==> src/rtl/mfp_srec_word_packer_pkg.sv <==
// Shared definitions for the S-record write-combining packer.
//   - AHB-Lite codes driven on the loader bus
//   - word_entry_t : one combined word {word address, data, lane mask}
//   - iss_state_t  : bus issuer states
//   - byte_lane()  : byte offset <-> data lane mapping (self-inverse)
//   - first_lane() : lowest set lane of a mask
package mfp_srec_word_packer_pkg;

    localparam logic [1:0] HTRANS_IDLE   = 2'b00;
    localparam logic [1:0] HTRANS_NONSEQ = 2'b10;
    localparam logic [2:0] HSIZE_1       = 3'd0;
    localparam logic [2:0] HSIZE_4       = 3'd2;
    localparam logic [2:0] HBURST_SINGLE = 3'd0;
    localparam logic [3:0] HPROT_DATA    = 4'b0011;

    typedef struct packed {
        logic [29:0] waddr;
        logic [31:0] data;
        logic [3:0]  mask;
    } word_entry_t;

    typedef enum logic [1:0] {
        ISS_IDLE,
        ISS_ADDR,
        ISS_DATA
    } iss_state_t;

    // Big-endian maps offset k to lane 3-k; the mapping is its own inverse,
    // so the same helper turns a lane back into a byte offset.
    function automatic logic [1:0] byte_lane(input logic [1:0] sel, input logic be);
        return be ? ~sel : sel;
    endfunction

    function automatic logic [1:0] first_lane(input logic [3:0] m);
        if (m[0])      return 2'd0;
        else if (m[1]) return 2'd1;
        else if (m[2]) return 2'd2;
        else           return 2'd3;
    endfunction

endpackage

==> src/rtl/mfp_srec_word_packer_if.sv <==
// AHB-Lite write-master bus of the loader.
//   master : drives address/control/data, samples HREADY
//   slave  : the multiplexed bus side, drives HREADY
interface mfp_srec_word_packer_if;
    logic [31:0] HADDR;
    logic [2:0]  HBURST;
    logic        HMASTLOCK;
    logic [3:0]  HPROT;
    logic [2:0]  HSIZE;
    logic [1:0]  HTRANS;
    logic [31:0] HWDATA;
    logic        HWRITE;
    logic        HREADY;

    modport master (
        output HADDR, HBURST, HMASTLOCK, HPROT, HSIZE, HTRANS, HWDATA, HWRITE,
        input  HREADY
    );

    modport slave (
        input  HADDR, HBURST, HMASTLOCK, HPROT, HSIZE, HTRANS, HWDATA, HWRITE,
        output HREADY
    );
endinterface

==> src/rtl/mfp_srec_word_fifo.sv <==
// Synchronous FIFO of combined word entries.
//   clock, reset : clock, synchronous active-high reset (empties the FIFO)
//   push, push_entry : write request; accepted when not full or when a pop
//                      happens in the same cycle
//   pop, head    : read request and combinational head entry
//   full, empty  : occupancy flags
module mfp_srec_word_fifo
    import mfp_srec_word_packer_pkg::*;
#(
    parameter int FIFO_DEPTH = 4
) (
    input  logic        clock,
    input  logic        reset,
    input  logic        push,
    input  word_entry_t push_entry,
    input  logic        pop,
    output word_entry_t head,
    output logic        full,
    output logic        empty
);
    localparam int AW = $clog2(FIFO_DEPTH);

    word_entry_t mem [FIFO_DEPTH];
    logic [AW:0] wptr, rptr;
    logic        do_push, do_pop;

    // Extra pointer bit distinguishes full from empty.
    assign empty   = (wptr == rptr);
    assign full    = (wptr[AW] != rptr[AW]) && (wptr[AW-1:0] == rptr[AW-1:0]);
    assign do_pop  = pop && !empty;
    assign do_push = push && (!full || do_pop);
    assign head    = mem[rptr[AW-1:0]];

    always_ff @(posedge clock) begin
        if (reset) begin
            wptr <= '0;
            rptr <= '0;
        end else begin
            if (do_push) wptr <= wptr + 1'b1;
            if (do_pop)  rptr <= rptr + 1'b1;
        end
    end

    // Storage carries no reset; only the pointers define validity.
    always_ff @(posedge clock) begin
        if (do_push) mem[wptr[AW-1:0]] <= push_entry;
    end
endmodule

==> src/rtl/mfp_srec_word_packer.sv <==
// Write-combining stage between the S-record parser and the AHB-Lite bus.
//   clock, reset    : HCLK, synchronous active-high reset
//   big_endian      : lane mapping select
//   in_progress     : parser load-active; its falling edge flushes a partial word
//   write_address/byte/enable : parser byte write stream
//   ahb             : AHB-Lite master (single NONSEQ writes, no pipelining)
//   busy            : buffer valid, FIFO non-empty or issuer active
//   overflow        : sticky, a completed word was dropped on a full FIFO
module mfp_srec_word_packer
    import mfp_srec_word_packer_pkg::*;
#(
    parameter int FIFO_DEPTH = 4
) (
    input  logic        clock,
    input  logic        reset,
    input  logic        big_endian,
    input  logic        in_progress,
    input  logic [31:0] write_address,
    input  logic [7:0]  write_byte,
    input  logic        write_enable,
    mfp_srec_word_packer_if.master ahb,
    output logic        busy,
    output logic        overflow
);
    // combining buffer
    logic        buf_valid, buf_valid_nxt;
    logic [29:0] buf_waddr, buf_waddr_nxt;
    logic [31:0] buf_data, buf_data_nxt;
    logic [3:0]  buf_mask, buf_mask_nxt;
    logic        in_progress_q, in_progress_fall;
    logic [1:0]  in_lane;
    logic [31:0] base_data, new_data;
    logic [3:0]  base_mask, new_mask;

    // fifo
    logic        push, pop, fifo_full, fifo_empty;
    word_entry_t push_entry, head;

    // issuer
    iss_state_t  state, state_nxt;
    logic [29:0] iss_waddr;
    logic [31:0] iss_data;
    logic [3:0]  iss_rem;
    logic        iss_full;
    logic [1:0]  cur_lane;
    logic [3:0]  rem_after;

    assign in_progress_fall = in_progress_q && !in_progress;
    assign in_lane          = byte_lane(write_address[1:0], big_endian);

    always_ff @(posedge clock) begin
        if (reset) begin
            in_progress_q <= 1'b0;
            buf_valid     <= 1'b0;
            buf_waddr     <= '0;
            buf_data      <= '0;
            buf_mask      <= '0;
        end else begin
            in_progress_q <= in_progress;
            buf_valid     <= buf_valid_nxt;
            buf_waddr     <= buf_waddr_nxt;
            buf_data      <= buf_data_nxt;
            buf_mask      <= buf_mask_nxt;
        end
    end

    // A word completed by the current strobe goes straight into the FIFO on
    // this edge, so it never sits in the buffer with a full mask. At most one
    // push per cycle: a jump flushes the old word while the new byte can
    // only be a single lane. A strobe coinciding with the in_progress fall
    // takes precedence; the parser stops strobing before dropping the flag.
    always_comb begin
        buf_valid_nxt = buf_valid;
        buf_waddr_nxt = buf_waddr;
        buf_data_nxt  = buf_data;
        buf_mask_nxt  = buf_mask;
        push          = 1'b0;
        push_entry    = '{buf_waddr, buf_data, buf_mask};
        base_data     = '0;
        base_mask     = '0;
        new_data      = '0;
        new_mask      = '0;
        if (write_enable) begin
            if (buf_valid && buf_waddr == write_address[31:2]) begin
                base_data = buf_data;
                base_mask = buf_mask;
            end else if (buf_valid) begin
                push = 1'b1;
            end
            new_data = base_data;
            new_data[{in_lane, 3'b000} +: 8] = write_byte;
            new_mask = base_mask | (4'b0001 << in_lane);
            if (new_mask == 4'hF) begin
                push          = 1'b1;
                push_entry    = '{write_address[31:2], new_data, new_mask};
                buf_valid_nxt = 1'b0;
            end else begin
                buf_valid_nxt = 1'b1;
                buf_waddr_nxt = write_address[31:2];
                buf_data_nxt  = new_data;
                buf_mask_nxt  = new_mask;
            end
        end else if (in_progress_fall && buf_valid) begin
            push          = 1'b1;
            buf_valid_nxt = 1'b0;
        end
    end

    mfp_srec_word_fifo #(.FIFO_DEPTH(FIFO_DEPTH)) u_fifo (
        .clock      (clock),
        .reset      (reset),
        .push       (push),
        .push_entry (push_entry),
        .pop        (pop),
        .head       (head),
        .full       (fifo_full),
        .empty      (fifo_empty)
    );

    always_ff @(posedge clock) begin
        if (reset)
            overflow <= 1'b0;
        else if (push && fifo_full && !pop)
            overflow <= 1'b1;
    end

    // Lanes still to send; the lowest one is the current transfer and stays
    // stable across its address and data phases.
    assign cur_lane  = first_lane(iss_rem);
    assign rem_after = iss_rem & ~(4'b0001 << cur_lane);

    always_ff @(posedge clock) begin
        if (reset) begin
            state     <= ISS_IDLE;
            iss_waddr <= '0;
            iss_data  <= '0;
            iss_rem   <= '0;
            iss_full  <= 1'b0;
        end else begin
            state <= state_nxt;
            if (pop) begin
                iss_waddr <= head.waddr;
                iss_data  <= head.data;
                iss_rem   <= head.mask;
                iss_full  <= (head.mask == 4'hF);
            end else if (state == ISS_DATA && ahb.HREADY) begin
                iss_rem <= rem_after;
            end
        end
    end

    always_comb begin
        state_nxt      = state;
        pop            = 1'b0;
        ahb.HTRANS     = HTRANS_IDLE;
        ahb.HWRITE     = 1'b0;
        ahb.HADDR      = '0;
        ahb.HSIZE      = HSIZE_1;
        ahb.HWDATA     = '0;
        ahb.HBURST     = HBURST_SINGLE;
        ahb.HMASTLOCK  = 1'b0;
        ahb.HPROT      = HPROT_DATA;
        unique case (state)
            ISS_IDLE: begin
                if (!fifo_empty) begin
                    pop       = 1'b1;
                    state_nxt = ISS_ADDR;
                end
            end
            ISS_ADDR: begin
                ahb.HTRANS = HTRANS_NONSEQ;
                ahb.HWRITE = 1'b1;
                ahb.HSIZE  = iss_full ? HSIZE_4 : HSIZE_1;
                ahb.HADDR  = iss_full ? {iss_waddr, 2'b00}
                                      : {iss_waddr, byte_lane(cur_lane, big_endian)};
                if (ahb.HREADY) state_nxt = ISS_DATA;
            end
            ISS_DATA: begin
                ahb.HWDATA = iss_data;
                if (ahb.HREADY)
                    state_nxt = (iss_full || rem_after == 4'b0000) ? ISS_IDLE : ISS_ADDR;
            end
            default: state_nxt = ISS_IDLE;
        endcase
    end

    assign busy = buf_valid || !fifo_empty || (state != ISS_IDLE);
endmodule

==> src/flat_wrapper.sv <==
// flat-port wrapper written by rule: the top's interface ports become plain ports
module mfp_srec_word_packer_flat import mfp_srec_word_packer_pkg::*;
#(
    parameter int FIFO_DEPTH = 4
)
  (clock, reset, big_endian, in_progress, write_address, write_byte, write_enable, busy, overflow, ahb_HADDR, ahb_HBURST, ahb_HMASTLOCK, ahb_HPROT, ahb_HSIZE, ahb_HTRANS, ahb_HWDATA, ahb_HWRITE, ahb_HREADY);
  mfp_srec_word_packer_if ahb_i ();
  input  logic clock;
  input  logic reset;
  input  logic big_endian;
  input  logic in_progress;
  input  logic [31:0] write_address;
  input  logic [7:0] write_byte;
  input  logic write_enable;
  output logic busy;
  output logic overflow;
  output wire logic [$bits(ahb_i.HADDR)-1:0] ahb_HADDR;
  output wire logic [$bits(ahb_i.HBURST)-1:0] ahb_HBURST;
  output wire logic [$bits(ahb_i.HMASTLOCK)-1:0] ahb_HMASTLOCK;
  output wire logic [$bits(ahb_i.HPROT)-1:0] ahb_HPROT;
  output wire logic [$bits(ahb_i.HSIZE)-1:0] ahb_HSIZE;
  output wire logic [$bits(ahb_i.HTRANS)-1:0] ahb_HTRANS;
  output wire logic [$bits(ahb_i.HWDATA)-1:0] ahb_HWDATA;
  output wire logic [$bits(ahb_i.HWRITE)-1:0] ahb_HWRITE;
  input wire logic [$bits(ahb_i.HREADY)-1:0] ahb_HREADY;
  assign ahb_HADDR = ahb_i.HADDR;
  assign ahb_HBURST = ahb_i.HBURST;
  assign ahb_HMASTLOCK = ahb_i.HMASTLOCK;
  assign ahb_HPROT = ahb_i.HPROT;
  assign ahb_HSIZE = ahb_i.HSIZE;
  assign ahb_HTRANS = ahb_i.HTRANS;
  assign ahb_HWDATA = ahb_i.HWDATA;
  assign ahb_HWRITE = ahb_i.HWRITE;
  assign ahb_i.HREADY = ahb_HREADY;
  mfp_srec_word_packer #(.FIFO_DEPTH(FIFO_DEPTH)) u_core (.clock(clock), .reset(reset), .big_endian(big_endian), .in_progress(in_progress), .write_address(write_address), .write_byte(write_byte), .write_enable(write_enable), .ahb(ahb_i), .busy(busy), .overflow(overflow));
endmodule
==> config.mk <==
export PLATFORM = sky130hd
export DESIGN_NAME = mfp_srec_word_packer_flat
export DESIGN_NICKNAME = d
export VERILOG_FILES = /design/src/rtl/mfp_srec_word_packer_pkg.sv /design/src/rtl/mfp_srec_word_packer_if.sv /design/src/rtl/mfp_srec_word_fifo.sv /design/src/rtl/mfp_srec_word_packer.sv /design/src/flat_wrapper.sv
export SDC_FILE = /design/constraint.sdc
export NUM_CORES = 1
export LEC_CHECK = 0
export BUFFER_PORTS_ARGS = -buffer_cell sky130_fd_sc_hd__buf_2
export CORE_ASPECT_RATIO = 1.2
export CORE_MARGIN = 3
export CORE_UTILIZATION = 60
export DETAILED_ROUTE_END_ITERATION = 8
export GPL_TIMING_DRIVEN = 0
export HOLD_SLACK_MARGIN = 0.08
export PLACE_DENSITY = 0.8
export SETUP_SLACK_MARGIN = 0.1
export SYNTH_ARGS = -nofsm -noshare
export SYNTH_HDL_FRONTEND = slang
export SYNTH_SLANG_ARGS = --single-unit
==> constraint.sdc <==
create_clock -name clock -period 9.77 [get_ports clock]
set_input_delay 0.4885 -clock clock [delete_from_list [all_inputs] [get_ports clock]]
set_output_delay 0.4885 -clock clock [all_outputs]
set_load 0.1 [all_outputs]
==> out/qor.csv, run 1 <==
metric;value;unit
run_status;completed;
synthesis.instances;1238;
ys_warn_count;0;
synth_top_family_by_area;multiplexers;
synth_ff_type;edfxtp_1;
cap_violations;0;
first_iter_violations;1042;
p_per_area;224;nW/um^2
clk_latency;0.53;ns
overflow;0;
root_buffer;clkbuf_16;
grt_pass1_vias;11011;
tns;0;ns
max_freq;252;MHz
yosysUniqueCellTypes;45;
cpMostUsedCell;buf_16;
min_path_cells;2;
finClkSkew;0.0258;ns
ys_ff_latch;410;
synth-xor-area-share;0.0203;
h-tree-depth;2;
finalSetupViolations;0;
syn_to_final_growth;14.3;%
synth-simple-area-share;0.104;
io_pins;126;
setup_ws;5.81;ns
cts_setup_buffers;0;
nets;1465;
die_y;189;microns
ant_nets;0;
cts_resized;0;
cts_hold_buf;0;
start_util;0.614;
worstPathArrival;4.18;ns
crit_buf_inv;3;
vias_per_cell;6.02;
muxShareOfSynthArea;0.111;
fin_hold_ws;0.226;ns
power.leakage;6.69;nW
dieArea;30000;sq um
synthesis.area;16800;sq um
cp_slowest_cell;nor4_2;
cp_top_family;simple AND/OR/NAND/NOR gates;
cts_buffers;38;
reg2regPathDepth;9;
synth_fa_ha_area_frac;0.00969;
cp_max_fo;20;
startpoint_type;flop;
endpoint_kind;flop;
cts_tree;yes;
worstMarginPinSlew;0.993;ns
avgSynthCellArea;13.6;sq um
wl_per_cell;21.6;microns
path_cells;xnor2_1, nand4_1, nor4_2, a41oi_1, or4_4, buf_2, o22ai_4, buf_16, buf_16;
grt_setup_unrepaired;no;
core_area;27300;sq um
drive_gt1_frac;0.210;
required;9.99;ns
routabilityCongestion;0.901;
peakVddDrop;0.173;mV
clk_pin_slew_worst_paths;0.07;ns
critPathKind;reg -> reg;
firstDrtPassIters;8;
grt_pass1_wl;60700;microns
slew-limit-headroom;0.338;
port_buffers;113;
synth_edf_count;264;
pre_cts_slack;5.61;ns
hpwl;25200;microns
fin_crit;3.96;ns
cts.sinks;410;
drt-total-wl;39200;microns
vias;10898;
period_share;0.405;
hold_viol;0;
hp-class;in -> reg;
n_antenna_cell;0;
slowest_delay;0.71;ns
synth-compound-area-share;0.0756;
drc;0;
grt_max_degree;37;
ys_seq_area_frac;0.646;
timing.final.max_slew_violations;0;
worst-path-stages;9;
antenna_found_initial;2;
track_usage;0.257;
row_count;66;
clockBufferDepth;3;
synth_async_sr_flop_share;0;
dieWidth;159;microns
-- area by class of cell --
class                           instances  area [sq um]
Tap cell                              374           468
Clock inverter                          9          73.8
Sequential cell                       410         10900
Timing Repair Buffer                  119           708
Inverter                               41           154
Multi-Input combinational cell        706          5440
Fill cell                            1786          8150
Clock buffer                           60          1080
Buffer                                 90           404
-- state kept, by name, indices dropped and copies added, names as in the netlist, named ones only --
name,cells
u_core.u_fifo.rptr,3
u_core.buf_data,32
u_core.state,2
u_core.u_fifo.wptr,3
u_core.buf_mask,4
u_core.overflow,1
u_core.buf_valid,1
u_core.buf_waddr,30
u_core.iss_waddr,30
u_core.iss_full,1
u_core.iss_data,32
u_core.iss_rem,4
u_core.in_progress_q,1
u_core.u_fifo.mem,264
-- Yosys cell counts, types with 3 or more instances --
master    instances  area [sq um]
a21oi_1         107           536
a32o_1           32           320
a41oi_1           4          35.0
and2_1           67           419
buf_1            18          67.6
buf_2             8          40.0
buf_4            15           113
clkbuf_1         49           184
dfxtp_1         146          2920
edfxtp_1        264          7930
ha_1             13           163
inv_1            41           154
mux2_2           30           338
mux4_2           66          1490
nand2_1         170           638
nand2b_1         17           106
nand3_1          48           240
nand4_1           8          50.1
nor2_1           17          63.8
nor2b_1           9          56.3
o211ai_1          3          22.5
o21ai_0           3          15.0
o32ai_1          34           298
or2_2             4          25.0
xnor2_1          34           298
xor2_1            5          43.8
-- stage by stage --
| step | std cells | util | instance area, sq um | total power [W] |
|---|---|---|---|---|
| after floorplan | 1247 | - | 16800 | 0.00267 |
| after global placement | 1734 | 0.653 | 17900 | 0.00288 |
| after detailed placement | 1740 | 0.660 | 18000 | 0.00291 |
| after CTS | 1809 | 0.702 | 19200 | 0.00429 |
| after global routing | 1809 | 0.702 | 19200 | 0.00444 |
| final | 1809 | 0.702 | 19200 | 0.00429 |
-- metal layers --
metal  up-vias  share of wire  GRT usage
li1       4900              -          -
met1      5320           0.39      0.342
met2       557           0.49      0.437
met3       117          0.087     0.0457
met4         4          0.032     0.0839
met5         -        0.00059          0
-- layout by cell type, fill, tap and decap left out, types with 30 or more instances in the layout --
cell type,Yosys,final
edfxtp_1,264,264
nand2_1,170,170
dfxtp_1,146,146
buf_2,8,121
a21oi_1,107,107
clkbuf_1,49,67
mux4_2,66,66
and2_1,67,64
nand3_1,48,48
inv_1,41,41
clkbuf_16,0,39
xnor2_1,34,34
o32ai_1,34,34
a32o_1,32,32
mux2_2,30,30
-- cells by family (layout without fill, tap and decap cells) --
logic type,Yosys count,count (layout)
compound gates,188,188
xor+xnor,39,39
fa+ha+maj,13,13
buf+inv,131,319
flops,410,410
mux,99,99
other cells,2,11
simple gates,356,356
-- worst paths after layout --
check	slack, ns	to	startpoint
max	5.81	u_core.u_fifo.mem[3][9]	u_core.buf_waddr[25]
min	0.23	u_core.in_progress_q	in_progress
max reg2reg	5.81	u_core.u_fifo.mem[3][9]	u_core.buf_waddr[25]
min reg2reg	0.45	u_core.iss_data[28]	u_core.iss_data[28]
-- power breakdown --
group	leakage, nW	internal (W)	switching, W	total (W)
Sequential	3.72	0.00195	0.0000616	0.00201
Combinational	2.41	0.000267	0.000607	0.000874
Clock	0.563	0.000791	0.000614	0.00140
Total	6.69	0.00301	0.00128	0.00429
No activity file was read; power rests on OpenSTA's default activity.
==> run 2, diff against run 1 <==
ABC_AREA = 1   (was default)
CORE_UTILIZATION = 54   (was 60)
PLACE_DENSITY = 0.75   (was 0.8)
clock period = 3.5 ns   (was 9.77 ns; I/O delays follow)
==> out/qor.csv, run 2 <==
metric;value;unit
run_status;completed;
cp_slowest_cell;o21ai_0;
hpwl;30900;microns
finalSetupViolations;0;
drc;0;
wl_per_cell;18.9;microns
yosysMostFrequentCell;nor2_1;
min_path_cells;5;
path_cells;inv_2, nand2_1, nand2_1, nor2_1, nand2_1, nor2_1, nand2_1, nor2_4, nand3_1, nand2_1, nand2_1, inv_2, nand2_2, inv_2, nand2_4, clkbuf_1, o21ai_0;
final_cell_mix;nor2_1, edfxtp_1, o21ai_0;
clock_power_share;0.296;
synthesis.area;17600;sq um
root_buffer;clkbuf_16;
overflow;0;
pre_cts_slack;-0.700;ns
die_y;203;microns
yosys-top-cells-count;nor2_1, edfxtp_1, o21ai_0;
cp_max_fo;10;
clockBufferDepth;3;
p_switching;0.00532;W
power.leakage;7.99;nW
grt_util_met1;0.347;
syn_to_final_growth;17.4;%
fin_util;0.650;
synth_top_area_share;0.452;
required;3.73;ns
yosysUniqueCellTypes;37;
cts.sinks;410;
h-tree-depth;2;
routabilityCongestion;0.907;
cts_buffers;41;
timing.final.max_slew_violations;0;
clk_latency;0.55;ns
firstDrtPassIters;6;
io_pins;126;
reg2regPathDepth;17;
row_count;71;
slowest_delay;0.67;ns
port_buffers;112;
setup_ws;0.390;ns
track_usage;0.265;
cap_violations;0;
netSwitchingFraction;0.366;
r2r_slack;0.39;ns
grt_setup_unrepaired;no;
fin_cells;2474;
start_util;0.553;
synth_edf_count;264;
fin_crit;3.11;ns
antenna_found_initial;1;
ys_warn_count;0;
grt_max_degree;28;
finClkSkew;0.0183;ns
crit_buf_inv;4;
nets;2100;
worstPathArrival;3.34;ns
largest_register_ffs;264;
vias_per_cell;5.68;
timing.rr.start;u_core.buf_waddr[0];
synth_async_sr_flop_share;0;
ys_seq_area_frac;0.618;
critPathKind;reg -> reg;
drt-total-wl;46700;microns
vias;14040;
peakVddDrop;0.422;mV
grtUsageMet3;0.0487;
dp.cells;2358;
dieArea;34700;sq um
drive_gt1_frac;0.139;
synth_ff_type;edfxtp_1;
core_area;31700;sq um
final_common_cell;nor2_1;
grt_pass1_wl;71700;microns
combPwrFrac;0.303;
ant_nets;0;
first_iter_violations;1415;
clk_pin_slew_worst_paths;0.06;ns
gr-usage-met2;0.438;
p_int;0.00921;W
tns;0;ns
dieWidth;171;microns
cp_top_family;simple AND/OR/NAND/NOR gates;
grt_pass1_vias;13354;
ys_ff_latch;410;
seq_power_share;0.402;
endpoint_kind;flop;
grt_most_used_layer;met2;
slew-limit-headroom;0.349;
hp-class;in -> reg;
hp-start;write_byte[6];
max_freq;322;MHz
synthesis.instances;1827;
avgSynthCellArea;9.61;sq um
hold_viol;0;
synthTopCellsByArea;edfxtp_1, dfxtp_1, o21ai_0;
r2r_end;u_core.u_fifo.mem[3][59];
cpMostUsedCell;nand2_1;
synth_top_area_cell;edfxtp_1;
startpoint_type;flop;
period_share;0.889;
p_per_area;705;nW/um^2
n_antenna_cell;0;
whs_endpoint;u_core.buf_data[30];
worstMarginPinSlew;0.976;ns
cts_tree;yes;
-- run 2: worst min-delay path, cell delays in order --
cell and delay (ns):
buf_2 0.13, nand3_1 0.09, o31ai_1 0.09, o21ai_1 0.07, a21oi_1 0.09
-- run 2: worst max-delay path by stage --
| stage | startpoint | endpoint | slack, ns | depth (start not counted) |
|---|---|---|---|---|
| 2_1_floorplan | big_endian | u_core.u_fifo.mem[0][0] | -0.43 | 11 |
| 3_3_place_gp | big_endian | u_core.u_fifo.mem[3][25] | -2.60 | 11 |
| 3_5_place_dp | big_endian | u_core.u_fifo.mem[3][27] | -0.70 | 13 |
| 4_1_cts | u_core.buf_waddr[4] | u_core.u_fifo.mem[2][31] | 0.13 | 17 |
| 5_1_grt | u_core.buf_waddr[4] | u_core.u_fifo.mem[0][29] | 0.20 | 19 |
| 6_report | u_core.buf_waddr[0] | u_core.u_fifo.mem[3][59] | 0.39 | 17 |
-- run 2: per-stage QoR --
stage / power (W) / instance area (sq um) / hold slack (ns)
5_1_grt: 0.0152 / 20600 / 0.168
4_1_cts: 0.0145 / 20600 / 0.120
2_1_floorplan: 0.00898 / 17600 / 0.253
6_report: 0.0145 / 20600 / 0.146
3_3_place_gp: 0.0101 / 18700 / 0.388
3_5_place_dp: 0.0102 / 18900 / 0.387
-- run 2: logic make-up (layout without fill, tap and decap cells) --
kind of cell    count (synthesis)  count (layout)  synth area share
compound gates                566             566             0.179
other cells                     2              11          0.000428
fa+ha+maj                      13              13           0.00927
flops                         410             410             0.618
buf+inv                       322             557            0.0762
simple gates                  505             507             0.112
xor+xnor                        9               9           0.00449
-- run 2: layer usage --
layer	part of all wire	up-vias
met3	0.088	93
met1	0.39	6648
met4	0.035	2
met5	0.00021	-
li1	-	6652
met2	0.49	645
-- run 2: cell type report --
cell class / count / area [sq um]
fill: 2524 / 11100
timing repair buffer: 160 / 1130
inverter: 192 / 721
buffer: 130 / 617
clock buffer: 58 / 1140
sequential: 410 / 10900
clock inverter: 17 / 166
tap: 401 / 502
multi-input combinational: 1106 / 5480
-- run 2: power by group through the flow --
stage	Clock [W]	Sequential, W	Combinational (W)
3_3_place_gp	0	0.00593	0.00415
2_1_floorplan	0	0.00589	0.00308
3_5_place_dp	0	0.00593	0.00428
4_1_cts	0.00434	0.00583	0.00435
5_1_grt	0.00452	0.00588	0.00479
6_report	0.00429	0.00584	0.00440
-- run 2: what timing repair did --
item                                    4_1_cts  5_1_grt
cloned                                        2        0
hold buffers                                 33        0
endpoints found under the hold margin        35        0
endpoints found under the setup margin      110      162
setup buffers                                 2        4
gates resized for setup                       1        2
pin swaps                                     3        2
==> run 3, diff against run 2 <==
CORE_MARGIN = default   (was 3)
==> out/qor.csv, run 3 (synthesized netlist as in run 2, its figures left out) <==
metric;value;unit
required;3.73;ns
whs_endpoint;u_core.buf_data[24];
slew-limit-headroom;0.334;
vias;13924;
netSwitchingFraction;0.365;
fin_crit;3.19;ns
ant_nets;0;
r2r_slack;0.31;ns
cts_buffers;40;
drc;11;
drive_gt1_frac;0.137;
max_freq;313;MHz
combPwrFrac;0.301;
final_cell_mix;nor2_1, edfxtp_1, o21ai_0;
worstPathArrival;3.42;ns
min_path_cells;5;
grt_pass1_vias;13100;
startpoint_type;flop;
critPathKind;reg -> reg;
cts_tree;yes;
row_count;71;
drt-total-wl;45600;microns
timing.rr.start;u_core.buf_waddr[1];
cap_violations;0;
dieWidth;167;microns
finClkSkew;0.0214;ns
port_buffers;112;
r2r_end;u_core.u_fifo.mem[2][29];
hold_viol;0;
final_common_cell;nor2_1;
seq_power_share;0.401;
grt_setup_unrepaired;no;
die_y;199;microns
core_area;31600;sq um
cts.sinks;410;
syn_to_final_growth;17.4;%
start_util;0.555;
setup_ws;0.305;ns
endpoint_kind;flop;
dieArea;33200;sq um
p_int;0.00923;W
track_usage;0.272;
reg2regPathDepth;18;
period_share;0.913;
grt_pass1_wl;69700;microns
p_per_area;706;nW/um^2
peakVddDrop;0.376;mV
clock_power_share;0.298;
overflow;0;
violations;design-rule violations;
timing.final.max_slew_violations;0;
run_status;finished with violations;
root_buffer;clkbuf_16;
tns;0;ns
grt_max_degree;30;
wl_per_cell;18.4;microns
cp_max_fo;28;
vias_per_cell;5.63;
power.leakage;7.99;nW
clk_latency;0.55;ns
clockBufferDepth;3;
hpwl;30200;microns
io_pins;126;
antenna_found_initial;1;
hp-class;in -> reg;
nets;2096;
hp-start;write_byte[0];
pre_cts_slack;-0.578;ns
fin_total_pwr;0.0145;W
clk_pin_slew_worst_paths;0.06;ns
p_switching;0.00532;W
h-tree-depth;2;
largest_register_ffs;264;
first_iter_violations;1306;
worstMarginPinSlew;0.999;ns
dp.cells;2358;
fin_cells;2471;
finalSetupViolations;0;
routabilityCongestion;0.902;
firstDrtPassIters;7;
-- run 3: cell count changes in the layout (fill, tap and decap cells not counted), moves of 2 or more --
cell / change
buf_12: +2
buf_4: -3
clkinv_1: -2
nor2_2: -2
-- run 3: how the worst max path moves through the flow --
| stage | end | slack, ns | depth (start not counted) | startpoint |
|---|---|---|---|---|
| global placement | u_core.u_fifo.mem[3][29] | -2.53 | 11 | big_endian |
| global route | u_core.u_fifo.mem[2][29] | 0.12 | 18 | u_core.buf_waddr[1] |
| CTS | u_core.u_fifo.mem[2][2] | 0.24 | 18 | u_core.buf_waddr[1] |
| detailed placement | u_core.u_fifo.mem[2][29] | -0.58 | 13 | big_endian |
| finish | u_core.u_fifo.mem[2][29] | 0.31 | 18 | u_core.buf_waddr[1] |
| floorplan | u_core.u_fifo.mem[0][0] | -0.43 | 11 | big_endian |
-- run 3: repair_timing --
action                                  CTS  global route
hold endpoints to repair                 35             0
hold buffers                             33             0
setup buffers                             5             0
pin swaps                                 4             0
gates resized for setup                   0             1
endpoints found under the setup margin  147            50
-- run 3: cell type report --
cell class / count / area (sq um)
clock buffers: 57 / 1120
fillers: 2483 / 11000
plain buffers: 130 / 617
clock inverters: 17 / 196
repair buffers: 159 / 1150
multi-input cells: 1104 / 5450
diodes: 1 / 2.50
well taps: 401 / 502
inverters: 192 / 721
flip-flops and latches: 410 / 10900
-- run 3: power groups by stage --
stage	sequential, W	clock, W	combinational (W)
after floorplan	0.00589	0	0.00308
after global placement	0.00593	0	0.00415
after detailed placement	0.00594	0	0.00429
after CTS	0.00583	0.00437	0.00435
after global routing	0.00587	0.00456	0.00475
final	0.00584	0.00433	0.00438
-- run 3: routing by layer --
| metal | share of wire | vias to the layer above | routed length [microns] | track usage |
|---|---|---|---|---|
| met1 | 0.39 | 6598 | 17800 | 0.333 |
| met4 | 0.031 | 0 | 1420 | 0.111 |
| met2 | 0.50 | 604 | 22800 | 0.483 |
| met5 | 0 | - | 0 | 0 |
| li1 | - | 6631 | - | - |
| met3 | 0.077 | 91 | 3490 | 0.0384 |
-- run 3: critical path: stages (launching register included) --
cell and delay, ns:
dfxtp_1 0.36, inv_1 0.07, nand2_1 0.05, nand2_1 0.05
nor2_1 0.11, nand2_1 0.11, nor2_1 0.25, nand2_1 0.17
nor2_4 0.16, nand3_1 0.09, nand2_1 0.08, nand2_1 0.07
inv_2 0.05, nand2_2 0.07, nand3_1 0.24, nand3_4 0.24
nor2_4 0.22, buf_12 0.23, buf_12 0.23
-- run 3: through the flow --
| step | utilization | hold slack, ns | cell area (sq um) |
|---|---|---|---|
| after CTS | 0.651 | 0.120 | 20600 |
| after global routing | 0.652 | 0.173 | 20600 |
| after global placement | 0.591 | 0.387 | 18700 |
| after detailed placement | 0.597 | 0.385 | 18900 |
| after floorplan | - | 0.253 | 17600 |
| final | 0.652 | 0.156 | 20600 |
